$ cat src/rtl/player_pos_integrator.sv
// Player position integrator: accumulates per-frame signed X/Y steps into the
// sprite position, clamps to the playfield, flags ground/ceiling/wall contact
// and freezes the player for a fixed number of frames after a respawn.
// Optional build macro: PLAYER_POS_WRAP_X_EN (X wraps around instead of clamping).
module player_pos_integrator #(
    parameter logic [9:0] X_START        = 10'd320,
    parameter logic [9:0] Y_START        = 10'd400,
    parameter logic [9:0] X_MIN          = 10'd0,
    parameter logic [9:0] X_MAX          = 10'd631,
    parameter logic [9:0] Y_MIN          = 10'd16,
    parameter logic [9:0] GROUND_Y       = 10'd400,
    parameter logic [5:0] RESPAWN_FRAMES = 6'd30
) (
    input  logic       CLK,
    input  logic       Reset,
    input  logic       frame_en,
    input  logic       Reset_New,
    input  logic [9:0] Ball_X_Move,
    input  logic [9:0] Ball_Y_Move,
    output logic [9:0] Ball_X_Pos,
    output logic [9:0] Ball_Y_Pos,
    output logic       Grd_hit,
    output logic       Land_p,
    output logic       Ceil_hit,
    output logic       Wall_hit,
    output logic       Frozen
);

    typedef enum logic [1:0] {StGrounded, StAirborne, StRespawn} state_e;

    // Positions are unsigned pixel coordinates, so they are zero-extended;
    // only the moves carry a sign.
    localparam logic signed [11:0] XMinS   = {2'b00, X_MIN};
    localparam logic signed [11:0] XMaxS   = {2'b00, X_MAX};
    localparam logic signed [11:0] YMinS   = {2'b00, Y_MIN};
    localparam logic signed [11:0] GroundS = {2'b00, GROUND_Y};
`ifdef PLAYER_POS_WRAP_X_EN
    // Wrap arithmetic is done modulo 1024; the low 10 bits come out right.
    localparam logic [9:0] XSpan = X_MAX - X_MIN + 10'd1;
`endif

    state_e      state_q, state_d;
    logic [9:0]  x_q, x_d, y_q, y_d;
    logic [5:0]  cnt_q, cnt_d;
    logic        grd_q, grd_d, land_q, land_d, ceil_q, ceil_d, wall_q, wall_d;

    logic signed [11:0] x_sum, y_sum;
    logic [9:0]         x_new, y_new;
    logic               x_wall, y_ceil;

    // 12-bit sums followed by playfield clamp (or X wrap)
    always_comb begin
        x_sum  = $signed({2'b00, x_q}) + $signed({{2{Ball_X_Move[9]}}, Ball_X_Move});
        y_sum  = $signed({2'b00, y_q}) + $signed({{2{Ball_Y_Move[9]}}, Ball_Y_Move});
        x_new  = x_sum[9:0];
        x_wall = 1'b0;
`ifdef PLAYER_POS_WRAP_X_EN
        if (x_sum > XMaxS) begin
            x_new = x_sum[9:0] - XSpan;
        end else if (x_sum < XMinS) begin
            x_new = x_sum[9:0] + XSpan;
        end
`else
        if (x_sum > XMaxS) begin
            x_new  = X_MAX;
            x_wall = 1'b1;
        end else if (x_sum < XMinS) begin
            x_new  = X_MIN;
            x_wall = 1'b1;
        end
`endif
        y_new  = y_sum[9:0];
        y_ceil = 1'b0;
        if (y_sum > GroundS) begin
            y_new = GROUND_Y;
        end else if (y_sum < YMinS) begin
            y_new  = Y_MIN;
            y_ceil = 1'b1;
        end
    end

    // Next-state: respawn request beats frame update; pulses default low
    always_comb begin
        state_d = state_q;
        x_d     = x_q;
        y_d     = y_q;
        cnt_d   = cnt_q;
        grd_d   = grd_q;
        land_d  = 1'b0;
        ceil_d  = 1'b0;
        wall_d  = 1'b0;
        if (Reset_New) begin
            state_d = StRespawn;
            x_d     = X_START;
            y_d     = Y_START;
            cnt_d   = RESPAWN_FRAMES;
            grd_d   = 1'b1;
        end else if (frame_en) begin
            case (state_q)
                StRespawn: begin
                    // Leave on the frame that takes the counter to zero
                    if (cnt_q <= 6'd1) begin
                        cnt_d   = 6'd0;
                        state_d = StGrounded;
                    end else begin
                        cnt_d = cnt_q - 6'd1;
                    end
                end
                default: begin
                    x_d    = x_new;
                    y_d    = y_new;
                    grd_d  = (y_new == GROUND_Y);
                    ceil_d = y_ceil;
                    wall_d = x_wall;
                    if (y_new == GROUND_Y) begin
                        state_d = StGrounded;
                        land_d  = (state_q == StAirborne);
                    end else begin
                        state_d = StAirborne;
                    end
                end
            endcase
        end
    end

    // State and output registers, synchronous active-high reset
    always_ff @(posedge CLK) begin
        if (Reset) begin
            state_q <= StGrounded;
            x_q     <= X_START;
            y_q     <= Y_START;
            cnt_q   <= 6'd0;
            grd_q   <= 1'b1;
            land_q  <= 1'b0;
            ceil_q  <= 1'b0;
            wall_q  <= 1'b0;
        end else begin
            state_q <= state_d;
            x_q     <= x_d;
            y_q     <= y_d;
            cnt_q   <= cnt_d;
            grd_q   <= grd_d;
            land_q  <= land_d;
            ceil_q  <= ceil_d;
            wall_q  <= wall_d;
        end
    end

    assign Ball_X_Pos = x_q;
    assign Ball_Y_Pos = y_q;
    assign Grd_hit    = grd_q;
    assign Land_p     = land_q;
    assign Ceil_hit   = ceil_q;
    assign Wall_hit   = wall_q;
    assign Frozen     = (state_q == StRespawn);

endmodule

$ cat config.mk
export PLATFORM = sky130hd
export DESIGN_NAME = player_pos_integrator
export DESIGN_NICKNAME = d
export VERILOG_FILES = /design/src/rtl/player_pos_integrator.sv
export SDC_FILE = /design/constraint.sdc
export NUM_CORES = 1
export LEC_CHECK = 0
export BUFFER_PORTS_ARGS = -buffer_cell sky130_fd_sc_hd__buf_2
export CORE_MARGIN = 2
export CORE_UTILIZATION = 55
export DETAILED_ROUTE_END_ITERATION = 12
export GPL_ROUTABILITY_DRIVEN = 0
export PLACE_DENSITY = 0.8
export RECOVER_POWER = 50
export SETUP_SLACK_MARGIN = 0.2
export SLEW_MARGIN = 0
export SYNTH_ARGS = -nofsm -noshare
export SYNTH_HDL_FRONTEND = slang
export SYNTH_SLANG_ARGS = --single-unit
export TNS_END_PERCENT = 100
$ cat constraint.sdc
create_clock -name CLK -period 3.66 [get_ports CLK]
set_input_delay 0.549 -clock CLK [delete_from_list [all_inputs] [get_ports CLK]]
set_output_delay 0.549 -clock CLK [all_outputs]
set_load 0.01 [all_outputs]
==> impl.org, run 1 <==
** Outcome
- Outcome :: finished clean

** Routing
- Remaining antenna violation count :: 0
- Number of design-rule violations left by the first detailed-router iteration :: 134
- Final routed wirelength across all metal layers :: 5.39 mm
- Total via count after detailed routing :: 2353
- Before antenna repair, the detailed router went through 5 iterations.
- DR vias/cell :: 5.90
- In the routed design, unresolved DRC markers number 0.
- WL per Instance :: 13.5 um

** Yosys
- After synthesis, the share of flip-flops with an asynchronous set or reset is 0%.
- Post-Synthesis Cells :: 293
- During synthesis, Yosys emitted a total of 0 warnings.
- Synthesis produced a netlist with a net count of 343.
- Number of flops mapped to enable cells by yosys :: 0
- After synthesis the cells add up to 2410 um^2.
- Number of storage elements in the synthesis netlist :: 32
- Yosys cell types :: 58
- For this run, the leading register cell type out of synthesis is sky130_fd_sc_hd__dfxtp_1.
- Mean post-synth cell area :: 8.23 um^2
- Proportion of synthesized chip area in sequential cells :: 26.6%

** Global route
- The number of antenna violations at the first check in global routing came to 0.
- Met1 Usage GRT :: 30.8%
- The number of global-route vias before repair came to 2169.
- Global-route wire length before repair :: 9.43 mm
- Met2 GRT Util :: 39.0%
- Most used routing layer :: met2
- Entering global routing, the biggest net connects 16 pins.
- Overall overflow remaining after global route :: 0
- In the global route stage, overall resource usage came out at 23.1%.
- Global routing met3 resource utilization :: 3.32%

** Timing
- Derived from the worst setup path, the maximum achievable clock frequency is 334 MHz.
- Setup violations remaining at the end of the flow were counted as 0.
- Final worst path period share :: 81.7%
- Worst hold slack after final layout :: 0.487 ns
- Adding up every negative setup slack in the final design gives 0 ns.
- Slew of the pin with the lowest slew margin :: 1.27 ns
- On the final layout, the worst clock skew is 0.00489 ns.
- The worst path needs 2.99 ns of the cycle, external delays included.
- Setup repair after global routing left no endpoint under its margin.
- Count of final max-slew check failures :: 0
- Final Hold Violating Endpoints :: 0
- Setup slack on the critical path of the routed design comes to 0.670 ns.
- In this run the tightest slew margin relative to its limit is 14.4%.

** Worst setup path
- The most critical setup path has its startpoint at Ball_X_Move[0].
- RR Startpoint :: Ball_X_Pos[0]$_SDFFE_PP0P_
- The critical path is of the in2reg type.
- Data on the critical path is required at its endpoint by 3.80 ns.
- Setup slack on the worst reg-to-reg path comes out at 0.71 ns.
- In this run the worst path has a maximum fanout of 8.
- Arrival time worst endpoint :: 3.13 ns
- Reg2Reg Capture Point :: Ball_X_Pos[2]$_SDFFE_PP0P_
- Path depth of the worst reg2reg path :: 10
- Crit path capture type :: flip-flop
- The worst setup path is launched from a primary input.

** CTS
- TritonCTS created 5 clock buffers.
- CTS tree :: done
- The clock passes through at most 2 buffers.
- H-tree depth :: 2
- Clk Latency, worst-skew pair :: 0.29 ns
- The number of hold buffers added after CTS was 0.
- PostCTS Resize Cnt :: 0
- For this design, the sink count on the clock tree is 32.
- The cell sitting at the root of the clock tree is a sky130_fd_sc_hd__clkbuf_8.
- Count of buffers added by post-CTS timing repair for setup :: 0
- After clock tree synthesis, the clock-pin slew on the worst setup and hold paths is 0.07 ns.

** Min path
- In this run the most critical hold path is launched from state_q[1]$_SDFFE_PP0P_.
- Endpoint with the worst hold slack :: Land_p$_SDFF_PP0_
- Along the worst hold path, the cell count comes to 1.
- Class of the tightest hold or removal check :: reg2reg

** Die
- Top-level port count :: 49
- Row generation in the floorplan step produced 24 rows.
- Die area :: 4930 um^2
- The die is 70.2 um tall.
- Horizontal extent of the die :: 70.2 um
- Core region area :: 4290 um^2
- Initial Utilization :: 56.2%

** Final layout
- Leading cell types in the layout, fill and taps excluded :: sky130_fd_sc_hd__dfxtp_1 (32), sky130_fd_sc_hd__nor2_1 (29), sky130_fd_sc_hd__a21oi_1 (29)
- Register Area :: 641 um^2
- Number of fillers in the final layout :: 409
- Post-layout net count :: 396
- Area used by multi-input combinational logic :: 1690 um^2
- Antenna Diode Count :: 0
- Layout cell share with drive strength beyond 1 :: 14.1%
- Layout area overhead :: 15.1%
- Most frequent standard cell in the layout excluding fill and tap cells :: sky130_fd_sc_hd__dfxtp_1

** Pwr
- Leakage :: 1.18 nW
- In this run the power density over the cells is 332 nW/um^2.
- VDD sags by at most 146 uV.

** Placement
- The count of buffers added on input and output ports is 48.
- Pre-CTS setup slack :: 0.391 ns
- Detailed placement finished with a half-perimeter wire length of 4.17 mm.

** Flow run
- Max-capacitance violation count :: 0
worst max-delay path by stage:
stage,to,cells past startpoint
6_report,Ball_X_Pos[2]$_SDFFE_PP0P_,11
5_1_grt,Ball_X_Pos[4]$_SDFFE_PP0P_,11
4_1_cts,Ball_X_Pos[1]$_SDFFE_PP0P_,11
3_5_place_dp,Ball_X_Pos[5]$_SDFFE_PP0P_,11
3_3_place_gp,Ball_X_Pos[1]$_SDFFE_PP0P_,11
2_1_floorplan,Ball_X_Pos[0]$_SDFFE_PP0P_,10
power by group:
group | internal [mW] | leakage [nW] | total (mW) | switching [mW]
logic | 0.108 | 0.877 | 0.266 | 0.158
clock network | 0.153 | 0.0455 | 0.280 | 0.127
registers | 0.363 | 0.261 | 0.377 | 0.0137
layer usage:
| layer | vias to the layer above | share of wire [%] |
|---|---|---|
| li1 | 1196 | - |
| met1 | 1092 | 47 |
| met2 | 61 | 48 |
| met3 | 4 | 4.4 |
| met4 | 0 | 0.78 |
| met5 | - | 0 |
cells by family after synthesis:
kind of cell | share of synthesized area, %
adders and majority gates | 14.1
DFF | 26.6
AOI/OAI and AO/OA | 28.8
buffers and inverters | 3.58
muxes | 0.467
xor gates and xnor gates | 6.07
and+or+nand+nor | 20.4
registers in the layout, indices dropped and copies added, names as in the netlist:
signal	cells
Ball_X_Pos	10
Ball_Y_Pos	10
cnt_q	6
state_q	2
Ceil_hit	1
Grd_hit	1
Land_p	1
Wall_hit	1
layout make-up:
class,count,area share (%)
clock buffers,8,3.24
well taps,52,2.34
inverters,19,2.57
flip-flops and latches,32,23.1
multi-input cells,238,60.7
repair buffers,50,8.07
worst max-delay path, cell delays in order:
cell,delay [ns]
sky130_fd_sc_hd__buf_2,0.10
sky130_fd_sc_hd__ha_1,0.21
sky130_fd_sc_hd__fa_1,0.41
sky130_fd_sc_hd__a21o_1,0.17
sky130_fd_sc_hd__a21oi_1,0.26
sky130_fd_sc_hd__o21ai_0,0.18
sky130_fd_sc_hd__a41oi_1,0.38
sky130_fd_sc_hd__a211o_1,0.16
sky130_fd_sc_hd__a21oi_1,0.06
sky130_fd_sc_hd__a21oi_1,0.50
sky130_fd_sc_hd__a31oi_1,0.15
synthesized netlist by cell type, types with 2 or more instances:
master                      n  share of area [%]
sky130_fd_sc_hd__nor4_1     3               0.78
sky130_fd_sc_hd__o211ai_1   4                1.2
sky130_fd_sc_hd__a31o_2     2               0.73
sky130_fd_sc_hd__nor4b_1    2               0.73
sky130_fd_sc_hd__nor3_1    10                2.1
sky130_fd_sc_hd__nand4_1    2               0.52
sky130_fd_sc_hd__a211oi_1   2               0.62
sky130_fd_sc_hd__xnor2_1    7                2.5
sky130_fd_sc_hd__ha_1      24                 12
sky130_fd_sc_hd__and3_1     3               0.78
sky130_fd_sc_hd__nor2b_1    3               0.78
sky130_fd_sc_hd__fa_1       2                1.7
sky130_fd_sc_hd__a21oi_1   29                6.0
sky130_fd_sc_hd__or2_2      2               0.52
sky130_fd_sc_hd__inv_1     19                3.0
sky130_fd_sc_hd__nand2b_1   5                1.3
sky130_fd_sc_hd__a311oi_1   2               0.73
sky130_fd_sc_hd__nand4b_1   2               0.73
sky130_fd_sc_hd__a22o_1     5                1.8
sky130_fd_sc_hd__a21boi_0   2               0.62
sky130_fd_sc_hd__o221ai_1   3                1.1
sky130_fd_sc_hd__nand2_1   23                3.6
sky130_fd_sc_hd__o22a_1     2               0.73
sky130_fd_sc_hd__o21a_1     2               0.62
sky130_fd_sc_hd__o221a_2    3                1.4
sky130_fd_sc_hd__o21bai_1   3               0.93
sky130_fd_sc_hd__or3_4      2               0.93
sky130_fd_sc_hd__dfxtp_1   32                 27
sky130_fd_sc_hd__a21o_1     4                1.2
sky130_fd_sc_hd__a31oi_1    7                1.8
sky130_fd_sc_hd__o21ai_0   15                3.1
sky130_fd_sc_hd__nor2_1    29                4.5
sky130_fd_sc_hd__xor2_1     6                2.2
sky130_fd_sc_hd__nand3_1    4               0.83
sky130_fd_sc_hd__clkbuf_1   3               0.47
sky130_fd_sc_hd__a32o_1     3                1.2
stage by stage:
step | utilization, % | std cells | total power, mW | area, um^2
after floorplan | - | 293 | 0.581 | 2410
after global placement | 63.3 | 391 | 0.644 | 2720
after detailed placement | 63.3 | 391 | 0.650 | 2720
after CTS | 65.4 | 399 | 0.928 | 2810
after global routing | 64.7 | 399 | 0.980 | 2780
final | 64.7 | 399 | 0.923 | 2780
Power figures use the tool's default switching activity.
==> run 2: changes to the inputs <==
CORE_UTILIZATION = 50   (was 55)
PLACE_DENSITY = 0.77   (was 0.8)
clock period = 2.7 ns   (was 3.66 ns; I/O delays follow)
==> run 2 against run 1 <==
  * Sequential share of layout area fell by 4.5 points
  * Clock power grew 84%
  * Combinational power up 100%
  * First-iteration DRC count up 37%
  * Largest power group is now combinational logic
  * Critical path type is now reg2reg
  * Critical path depth is the same
  * Highest routed layer unchanged
  * Clock skew up 0.0020 ns
==> impl.org, run 2 (synthesized netlist as in run 1, its figures left out) <==
** Outcome
- Outcome: finished clean (unchanged).

** Routing
- The first-pass iteration count of the detailed router was 6 (was 5).
- The detailed-route wire length per cell came to 17.4 um (was 13.5 um).
- Count of unresolved DRC violations after routing :: 0 (unchanged)
- Number of design-rule violations left by the first detailed-router iteration :: 183 (was 134)
- Total via count after detailed routing :: 2675 (was 2353)
- The via count normalized by instance count was 6.04 (was 5.90).
- The remaining antenna violation count after routing was 0 (unchanged).
- The final wirelength was 7.73 mm (was 5.39 mm).

** Final layout
- The share of cells above drive strength 1 came to 36.2% (was 14.1%).
- Layout area overhead :: 44.1% (was 15.1%)
- The antenna cell count was 0 (unchanged).
- The number of standard cells in the final layout excluding fillers is 443 (was 399).
- Most frequent standard cell in the layout excluding fill and tap cells :: sky130_fd_sc_hd__buf_4 (was sky130_fd_sc_hd__dfxtp_1)
- Final Util :: 74.1% (was 64.7%)
- Final design instance area without fill :: 3480 um^2 (was 2780 um^2)
- Leading cell types in the layout, fill and taps excluded: sky130_fd_sc_hd__buf_4 (39), sky130_fd_sc_hd__buf_2 (30), sky130_fd_sc_hd__dfxtp_1 (29), sky130_fd_sc_hd__nor2_1 (29), sky130_fd_sc_hd__nand2_1 (23) (was sky130_fd_sc_hd__dfxtp_1 (32), sky130_fd_sc_hd__nor2_1 (29), sky130_fd_sc_hd__a21oi_1 (29)).
- The fill cell instance count of the final layout is 332 (was 409).
- The final net count was 438 (was 396).

** Global route
- The remaining global-route overflow was 0 (unchanged).
- The aggregate global-route resource usage was 26.3% (was 23.1%).
- The number of antenna violations at the first check in global routing is 0 (unchanged).
- The largest net degree at the start of global routing was 16 (unchanged).
- The first-pass GRT wire length is 11.1 mm (was 9.43 mm).
- The number of global-route vias before repair is 2485 (was 2169).

** Placement
- Placed cell count :: 420 (was 391)
- Number of port buffers :: 48 (unchanged)
- Detailed-placement wirelength estimate :: 4.88 mm (was 4.17 mm)
- The instance area after placement was 2970 um^2 (was 2720 um^2).
- The worst setup slack before clock tree synthesis was -0.204 ns (was 0.391 ns).

** Die
- Y dimension of the die :: 73.5 um (was 70.2 um)
- The placeable core region came to 4690 um^2 (was 4290 um^2).
- The horizontal extent of the die was 73.5 um (was 70.2 um).
- Initial Utilization :: 51.4% (was 56.2%)
- The site row count was 25 (was 24).
- Top-level port count :: 49 (unchanged)
- The die outline area is 5400 um^2 (was 4930 um^2).

** Worst setup path
- The data arrival at the endpoint of the critical path came to 2.83 ns (was 3.13 ns).
- Kind of start point of the critical path :: flip-flop (was primary input)
- Worst Path Class, Setup :: reg2reg (was in2reg)
- The cell count of the worst reg-to-reg path is 11 (was 10).
- Crit path capture type :: flip-flop (unchanged)
- The endpoint required time on the critical path is 2.88 ns (was 3.80 ns).
- The largest fanout on the critical path is 6 (was 8).

** CTS
- Clk Latency, worst-skew pair :: 0.30 ns (was 0.29 ns)
- The clock root buffer master is sky130_fd_sc_hd__clkbuf_8 (unchanged).
- Num CTS Buffers :: 5 (unchanged)
- The clock sink count came to 32 (unchanged).
- The clock slew seen by the registers of the worst setup and hold paths came to 0.07 ns (about the same).
- The total number of H-tree levels was 2 (unchanged).
- Hold Buf Count CTS :: 0 (unchanged)
- Bufs on Longest Clock Path :: 2 (unchanged)
- The TritonCTS clock tree is done (unchanged).

** Min path
- The path category of the worst min-delay check is in2reg (was reg2reg).
- The number of instances on the worst hold path is 2 (was 1).

** Timing
- Count of final max-slew check failures :: 0 (unchanged)
- Slew of the pin with the lowest slew margin :: 0.557 ns (was 1.27 ns)
- Setup violators final :: 0 (unchanged)
- Final Hold Violating Endpoints :: 0 (unchanged)
- Worst relative slew slack :: 62.7% (was 14.4%)
- Based on the critical path, the design can be clocked at up to 377 MHz.
- Final worst path period share :: 98.3%
- Unrepaired setup endpoints after global routing: yes (was no).
- After layout, the minimum clock period comes to 2.65 ns.
- Worst-case setup margin in the final layout :: 0.0465 ns (was 0.670 ns)
- The clock tree skew after final layout came to 0.00693 ns (was 0.00489 ns).
- Worst hold slack after final layout :: 0.360 ns (was 0.487 ns)

** Pwr
- Leakage :: 1.48 nW (was 1.18 nW)
- Max rail drop VDD :: 211 uV (was 146 uV)
- The power density relative to cell area is 452 nW/um^2 (was 332 nW/um^2).

** Flow run
- Max-capacitance violation count :: 0 (unchanged)
## run 2: per-stage QoR
stage / setup TNS, ns / total power [mW]
after floorplan: 0 / 0.798
after global placement: -1.25 / 0.934
after detailed placement: -1.76 / 0.947
after CTS: 0 / 1.50
after global routing: -0.0871 / 1.64
final: 0 / 1.57
## run 2: path summary, 6_finish.rpt
| kind | from | endpoint | slack, ns |
|---|---|---|---|
| max | Ball_Y_Pos[3]$_SDFFE_PP0P_ | Ball_Y_Pos[2]$_SDFFE_PP0P_ | 0.05 |
| min | Reset | cnt_q[4]$_SDFFE_PP0P_ | 0.36 |
| max reg2reg | Ball_Y_Pos[3]$_SDFFE_PP0P_ | Ball_Y_Pos[2]$_SDFFE_PP0P_ | 0.05 |
| min reg2reg | Ball_Y_Pos[9]$_SDFFE_PP0P_ | Ball_Y_Pos[9]$_SDFFE_PP0P_ | 0.48 |
## run 2: layout make-up
| type | count | area (um^2) | share of cell area [%] |
|---|---|---|---|
| Clock buffer | 7 | 96.3 | 2.77 |
| Clock inverter | 1 | 30.0 | 0.864 |
| Inverter | 19 | 71.3 | 2.05 |
| Multi-Input combinational cell | 238 | 2010 | 57.8 |
| Sequential cell | 32 | 644 | 18.5 |
| Tap cell | 54 | 67.6 | 1.94 |
| Timing Repair Buffer | 92 | 559 | 16.1 |
## run 2: report_power, final
group	total, mW	leakage [nW]	internal (mW)	switching [mW]
combinational	0.545	1.15	0.247	0.298
sequential	0.512	0.263	0.492	0.0202
clock	0.516	0.0645	0.326	0.190
## run 2: routing by layer
metal	routed length [um]	part of all wire, %	GRT usage (%)	vias up
met3	437	5.7	5.76	31
met1	3050	39	31.4	1258
met2	3990	52	44.7	106
li1	-	-	-	1280
met5	0	0	0	-
met4	255	3.3	12.3	0
## run 2: what timing repair did
action                     in CTS  in global routing
setup endpoints to repair      21                 23
buffers inserted               12                  3
gates resized for setup        15                 39
pin swaps                      16                 16
## run 2: worst max-delay path, stage by stage (launching register included)
cell                      delay [ns]
sky130_fd_sc_hd__dfxtp_1        0.41
sky130_fd_sc_hd__ha_4           0.24
sky130_fd_sc_hd__buf_4          0.14
sky130_fd_sc_hd__o211a_1        0.21
sky130_fd_sc_hd__o31a_1         0.12
sky130_fd_sc_hd__buf_6          0.14
sky130_fd_sc_hd__o21ai_4        0.20
sky130_fd_sc_hd__xnor2_4        0.12
sky130_fd_sc_hd__or3_4          0.45
sky130_fd_sc_hd__nor3b_4        0.18
sky130_fd_sc_hd__buf_6          0.13
sky130_fd_sc_hd__a22o_1         0.19
